## src/rtl/uio_cfg_decoder_if.sv

```systemverilog
// HPS user-I/O word stream as seen in the clk_sys domain.
// master = HPS side, slave = uio_cfg_decoder.
interface uio_cfg_decoder_if;
  logic        io_uio;
  logic        io_strobe;
  logic [15:0] io_din;
  logic [15:0] io_dout;

  modport master (output io_uio, output io_strobe, output io_din, input io_dout);
  modport slave  (input io_uio, input io_strobe, input io_din, output io_dout);
endinterface

```

## src/rtl/uio_cfg_decoder.sv

```systemverilog
// System-level UIO command decoder: cfg word, aspect ratio, error count and readback.
// Optional readback of status (cmd 0x03) is enabled by defining UIO_CFG_READBACK_EN.
//
// state | meaning
// IDLE  | no transaction, io_uio low
// CMD   | transaction open, waiting for the command word
// DATA  | known command, consuming data words
// SKIP  | unknown command, ignoring words until io_uio falls
module uio_cfg_decoder #(
  parameter logic [15:0] CFG_DEFAULT = 16'h0000,
  parameter logic [7:0]  ARX_DEFAULT = 8'd16,
  parameter logic [7:0]  ARY_DEFAULT = 8'd9,
  parameter logic [7:0]  VERSION     = 8'h01
) (
  input  logic                clk_sys,
  input  logic                reset_n,
  uio_cfg_decoder_if.slave    uio,
  output logic [15:0]         cfg,
  output logic                cfg_ready,
  output logic                cfg_upd,
  output logic [7:0]          arx,
  output logic [7:0]          ary,
  output logic [7:0]          err_cnt
);

  typedef enum logic [1:0] {IDLE, CMD, DATA, SKIP} state_t;

  localparam logic [7:0] CMD_CFG    = 8'h01;
  localparam logic [7:0] CMD_ASPECT = 8'h02;
  localparam logic [7:0] CMD_READ   = 8'h03;

  state_t      state, state_nxt;
  logic        old_strobe;
  logic        stb_edge;
  logic [7:0]  cmd, cmd_nxt;
  logic [2:0]  widx, widx_nxt;
  logic [15:0] cfg_nxt;
  logic        cfg_ready_nxt, cfg_upd_nxt;
  logic [7:0]  arx_nxt, ary_nxt, err_cnt_nxt;
  logic [15:0] dout_q, dout_nxt;

  assign stb_edge    = uio.io_strobe & ~old_strobe;
  assign uio.io_dout = dout_q;

  function automatic logic cmd_known(input logic [7:0] c);
`ifdef UIO_CFG_READBACK_EN
    return (c == CMD_CFG) || (c == CMD_ASPECT) || (c == CMD_READ);
`else
    return (c == CMD_CFG) || (c == CMD_ASPECT);
`endif
  endfunction

  always_ff @(posedge clk_sys or negedge reset_n) begin
    if (!reset_n) begin
      state      <= IDLE;
      old_strobe <= 1'b0;
      cmd        <= 8'h00;
      widx       <= 3'd0;
      cfg        <= CFG_DEFAULT;
      cfg_ready  <= 1'b0;
      cfg_upd    <= 1'b0;
      arx        <= ARX_DEFAULT;
      ary        <= ARY_DEFAULT;
      err_cnt    <= 8'h00;
      dout_q     <= 16'h0000;
    end else begin
      state      <= state_nxt;
      old_strobe <= uio.io_strobe;
      cmd        <= cmd_nxt;
      widx       <= widx_nxt;
      cfg        <= cfg_nxt;
      cfg_ready  <= cfg_ready_nxt;
      cfg_upd    <= cfg_upd_nxt;
      arx        <= arx_nxt;
      ary        <= ary_nxt;
      err_cnt    <= err_cnt_nxt;
      dout_q     <= dout_nxt;
    end
  end

  always_comb begin
    state_nxt     = state;
    cmd_nxt       = cmd;
    widx_nxt      = widx;
    cfg_nxt       = cfg;
    cfg_ready_nxt = cfg_ready;
    cfg_upd_nxt   = 1'b0;
    arx_nxt       = arx;
    ary_nxt       = ary;
    err_cnt_nxt   = err_cnt;
    dout_nxt      = 16'h0000;

    // A falling io_uio wins over a coincident strobe edge.
    if (!uio.io_uio) begin
      state_nxt = IDLE;
    end else begin
      case (state)
        IDLE: state_nxt = CMD;
        CMD: begin
          if (stb_edge) begin
            cmd_nxt  = uio.io_din[7:0];
            widx_nxt = 3'd0;
            if (cmd_known(uio.io_din[7:0])) begin
              state_nxt = DATA;
            end else begin
              state_nxt = SKIP;
              if (err_cnt != 8'hFF) err_cnt_nxt = err_cnt + 8'd1;
            end
          end
        end
        DATA: begin
          if (stb_edge) begin
            if (widx == 3'd0) begin
              if (cmd == CMD_CFG) begin
                cfg_nxt       = uio.io_din;
                cfg_upd_nxt   = 1'b1;
                cfg_ready_nxt = 1'b1;
              end else if (cmd == CMD_ASPECT &&
                           uio.io_din[7:0] != 8'h00 && uio.io_din[15:8] != 8'h00) begin
                arx_nxt = uio.io_din[7:0];
                ary_nxt = uio.io_din[15:8];
              end
            end
            if (widx != 3'd7) widx_nxt = widx + 3'd1;
          end
        end
        SKIP: state_nxt = SKIP;
        default: state_nxt = IDLE;
      endcase
    end

`ifdef UIO_CFG_READBACK_EN
    if (state_nxt == DATA && cmd_nxt == CMD_READ) begin
      if (state == CMD) begin
        dout_nxt = {VERSION, 8'hA4};
      end else if (stb_edge) begin
        case (widx)
          3'd0:    dout_nxt = cfg;
          3'd1:    dout_nxt = {ary, arx};
          3'd2:    dout_nxt = {8'h00, err_cnt};
          default: dout_nxt = 16'h0000;
        endcase
      end else begin
        dout_nxt = dout_q;
      end
    end
`endif
  end

endmodule

```

## src/flat_wrapper.sv

```systemverilog
// flat-port wrapper written by rule: the top's interface ports become plain ports
module uio_cfg_decoder_flat 
#(
  parameter logic [15:0] CFG_DEFAULT = 16'h0000,
  parameter logic [7:0]  ARX_DEFAULT = 8'd16,
  parameter logic [7:0]  ARY_DEFAULT = 8'd9,
  parameter logic [7:0]  VERSION     = 8'h01
)
  (clk_sys, reset_n, cfg, cfg_ready, cfg_upd, arx, ary, err_cnt, uio_io_uio, uio_io_strobe, uio_io_din, uio_io_dout);
  uio_cfg_decoder_if uio_i ();
  input  logic clk_sys;
  input  logic reset_n;
  output logic [15:0] cfg;
  output logic cfg_ready;
  output logic cfg_upd;
  output logic [7:0] arx;
  output logic [7:0] ary;
  output logic [7:0] err_cnt;
  input wire logic [$bits(uio_i.io_uio)-1:0] uio_io_uio;
  input wire logic [$bits(uio_i.io_strobe)-1:0] uio_io_strobe;
  input wire logic [$bits(uio_i.io_din)-1:0] uio_io_din;
  output wire logic [$bits(uio_i.io_dout)-1:0] uio_io_dout;
  assign uio_i.io_uio = uio_io_uio;
  assign uio_i.io_strobe = uio_io_strobe;
  assign uio_i.io_din = uio_io_din;
  assign uio_io_dout = uio_i.io_dout;
  uio_cfg_decoder #(.CFG_DEFAULT(CFG_DEFAULT), .ARX_DEFAULT(ARX_DEFAULT), .ARY_DEFAULT(ARY_DEFAULT), .VERSION(VERSION)) u_core (.clk_sys(clk_sys), .reset_n(reset_n), .uio(uio_i), .cfg(cfg), .cfg_ready(cfg_ready), .cfg_upd(cfg_upd), .arx(arx), .ary(ary), .err_cnt(err_cnt));
endmodule
```

## config.mk

```make
export PLATFORM = sky130hd
export DESIGN_NAME = uio_cfg_decoder_flat
export DESIGN_NICKNAME = d
export VERILOG_FILES = /design/src/rtl/uio_cfg_decoder_if.sv /design/src/rtl/uio_cfg_decoder.sv /design/src/flat_wrapper.sv
export SDC_FILE = /design/constraint.sdc
export NUM_CORES = 1
export LEC_CHECK = 0
export ABC_AREA = 1
export ABC_CLOCK_PERIOD_IN_PS = 1410
export CAP_MARGIN = 20
export CORE_ASPECT_RATIO = 1.75
export CORE_MARGIN = 2
export CORE_UTILIZATION = 43
export DETAILED_ROUTE_END_ITERATION = 8
export MAX_ROUTING_LAYER = met4
export PLACE_DENSITY = 0.78
export SYNTH_ARGS = -nofsm -noshare
export SYNTH_HDL_FRONTEND = slang
export SYNTH_SLANG_ARGS = --single-unit
```

## constraint.sdc

```tcl
create_clock -name clk_sys -period 1.41 [get_ports clk_sys]
set_input_delay 0.282 -clock clk_sys [delete_from_list [all_inputs] [get_ports clk_sys]]
set_output_delay 0.282 -clock clk_sys [all_outputs]
set_load 0.01 [all_outputs]
```

==> flow_metrics.py <==
metrics = {
    "min_path": {
        "min_path_cells": 1,
        "whs_endpoint": "u_core.old_strobe",
        "hold_class": "primary input to register",
        "hp-start": "uio_io_strobe",
    },
    "timing": {
        "fin_crit_ns": 1.49,
        "fmaxAchievable_ghz": 0.673,
        "skew_ns": 0.00697,
        "fin_ws_ns": -0.0757,
        "setup_viol": 27,
        "rsz0062_at_grt": "true",
        "final_hold_viol_count": 0,
        "fin_crit_sh_pct": 105,
        "final_max_slew_viol_count": 0,
    },
    "finish": {
        "layout.nets": 476,
        "fin_area_um2": 4250,
        "fin_cells": 530,
        "layout-drive-gt1-share_pct": 34.7,
        "antenna_cells": 0,
        "area_delta_synth_final_pct": 53.0,
    },
    "routing": {
        "ant_nets": 0,
        "drt-wirelength-per-cell_um": 13.8,
        "wirelength_um": 7310,
        "drtIter0Drc": 78,
        "drc": 0,
        "viasPerCell": 4.81,
        "dr_total_vias": 2550,
        "firstDrtPassIters": 4,
    },
    "critical_path": {
        "arrival_ns": 1.70,
        "critPathKind": "register to register",
        "ff2ff_path_depth": 9,
        "timing.rr.end": "u_core.ary[4]",
        "crit_fanout": 8,
        "cp.required_ns": 1.62,
        "reg2reg_from": "u_core.state[0]",
        "r2r_slack_ns": -0.08,
        "start_kind": "register",
        "critPathCaptureType": "register",
    },
    "clock_network": {
        "cts_tree": "built",
        "cts_sinks": 56,
        "clockBufferDepth": 2,
        "root_buffer": "clkbuf_8",
        "numCtsBuffers": 5,
        "cts.clk_slew.worst_paths_ns": 0.10,
        "clkLatencyLatePin_ns": 0.32,
        "htree_levels": 2,
    },
    "global_routing": {
        "grt-ovfl-total": 0,
        "first_global_vias": 2642,
        "grt_pass1_wl_um": 12100,
        "grtUsageTotal_pct": 22.6,
        "grt_max_degree": 57,
        "antenna_found_initial": 0,
    },
    "power": {
        "peakVddDrop_v": 0.000732,
        "power_w": 0.00491,
        "p_per_area_nw_per_um2": 1150,
        "p_leak_nw": 2.34,
    },
    "yosys": {
        "synth_flop_cell": "dfrtp_1",
        "ys_seq_area_share_pct": 50.6,
        "yosysTopAreaCell": "dfrtp_1",
        "synth_top_area_share_pct": 47.8,
        "synth.avg_cell_area_um2": 8.60,
        "synth.most_common_cell": "nand2_1",
        "synth.distinct_cells": 30,
        "syn_area_um2": 2780,
        "yosysWarnings": 0,
        "syn_inst": 323,
        "synth-async-reset-ratio_pct": 100,
        "ys_seq_elements": 56,
        "synth_common_cells": "nand2_1 (103), dfrtp_1 (53), inv_1 (27)",
        "synth-edff-count": 0,
        "ys_top_cells_by_area": "dfrtp_1 (48%), nand2_1 (14%), buf_4 (4.3%)",
    },
    "placement": {
        "dpl.hpwl_um": 4990,
        "place_inst": 504,
        "io_buffer_count": 61,
        "gp_congestion": 0.805,
        "placed_area_um2": 3770,
    },
    "outcome": {
        "violations": "negative setup slack",
        "status": "finished with violations",
    },
    "floorplanning": {
        "die_h_um": 110,
        "row_count": 38,
        "ios": 78,
        "die_w_um": 64.7,
        "dieArea_um2": 7140,
        "start_util_pct": 44.6,
        "core_area_um2": 6230,
    },
    "flow_run": {
        "maxCapViolations": 0,
    },
}
-- layout make-up --
type	instances	area, µm²
Multi-Input combinational cell	229	1390
Fill cell	490	1980
Timing Repair inverter	1	3.75
Sequential cell	56	1410
Inverter	31	124
Clock inverter	1	30.0
Timing Repair Buffer	125	1090
Clock buffer	7	96.3
Tap cell	80	100
-- worst max-delay path by stage --
stage,start,end,slack (ns),cells past startpoint
floorplan,u_core.state[0],u_core.arx[0],-0.07,10
global placement,uio_io_strobe,u_core.ary[4],-0.32,8
detailed placement,uio_io_din[4],u_core.ary[7],-0.37,9
CTS,u_core.state[0],u_core.ary[7],-0.13,9
global route,u_core.state[0],u_core.ary[4],-0.16,9
finish,u_core.state[0],u_core.ary[4],-0.08,9
-- critical path: stages (launching register included) --
cell	delay [ns]
dfrtp_1	0.42
inv_2	0.08
ha_4	0.14
nand2_4	0.05
nor2_4	0.10
nand2_4	0.08
nor2_8	0.15
nand3_4	0.18
nand2_2	0.11
nand2_2	0.05
-- state kept, by name (all words and copies together) (netlist names) --
signal and cells:
u_core.state 2, u_core.cfg_upd 1, u_core.err_cnt 8, u_core.cfg_ready 1, u_core.cmd 8, u_core.cfg 16
u_core.arx 8, u_core.widx 3, u_core.ary 8, u_core.old_strobe 1
-- power by group --
part	internal, W	leakage (nW)	switching [W]	total [W]
Combinational	0.000859	1.53	0.000857	0.00172
Clock	0.000628	0.0645	0.000545	0.00117
Sequential	0.00185	0.746	0.000169	0.00202
Total	0.00333	2.34	0.00157	0.00491
-- timing repair --
item / CTS / global route
setup buffers: 13 / 3
resized for setup: 90 / 45
pin swaps: 15 / 15
endpoints found under the setup margin: 77 / 58
hold buffers: 1 / 0
hold endpoints to repair: 53 / 0
cloned: 2 / 0
-- layer usage --
metal / vias to the layer above / global-route usage (%) / wire, µm
li1: 1243 / - / -
met1: 1210 / 23.8 / 2600
met2: 78 / 41.8 / 4240
met3: 19 / 2.94 / 278
met4: 0 / 9.42 / 191
met5: - / - / 0
-- kinds of logic (layout without fill, tap and decap cells) --
group	count (synthesis)	after routing	share of synthesized area, %
xor gates and xnor gates	3	3	0.947
other	1	16	0.135
and+or+nand+nor	177	178	30.7
DFF	56	56	50.6
AOI/OAI and AO/OA	25	25	4.60
adders and majority gates	7	7	3.15
buffers and inverters	54	165	9.87
-- metrics by stage --
stage	hold slack (ns)	utilization [%]	setup WS, ns	setup TNS [ns]
2_1_floorplan	-0.0136	-	-0.0697	-0.615
3_3_place_gp	0.299	60.5	-0.318	-12.34
3_5_place_dp	0.307	60.5	-0.374	-13.59
4_1_cts	0.450	65.9	-0.133	-3.04
5_1_grt	0.456	68.2	-0.163	-4.45
6_report	0.446	68.2	-0.0757	-0.775
-- placed cells by master (no fill, tap or decap), types with 5 or more instances in the layout --
cell / count
conb_1: 16
inv_1: 21
nand4_1: 17
dlygate4sd2_1: 37
nand2_2: 30
ha_4: 5
clkbuf_8: 7
o21ai_1: 12
nand2_1: 84
buf_6: 11
nand3_1: 10
inv_2: 9
dfrtp_1: 51
buf_4: 49
clkdlybuf4s50_1: 18
nor2_1: 11
o21ai_0: 10
No activity file was read; power rests on OpenSTA's default activity.
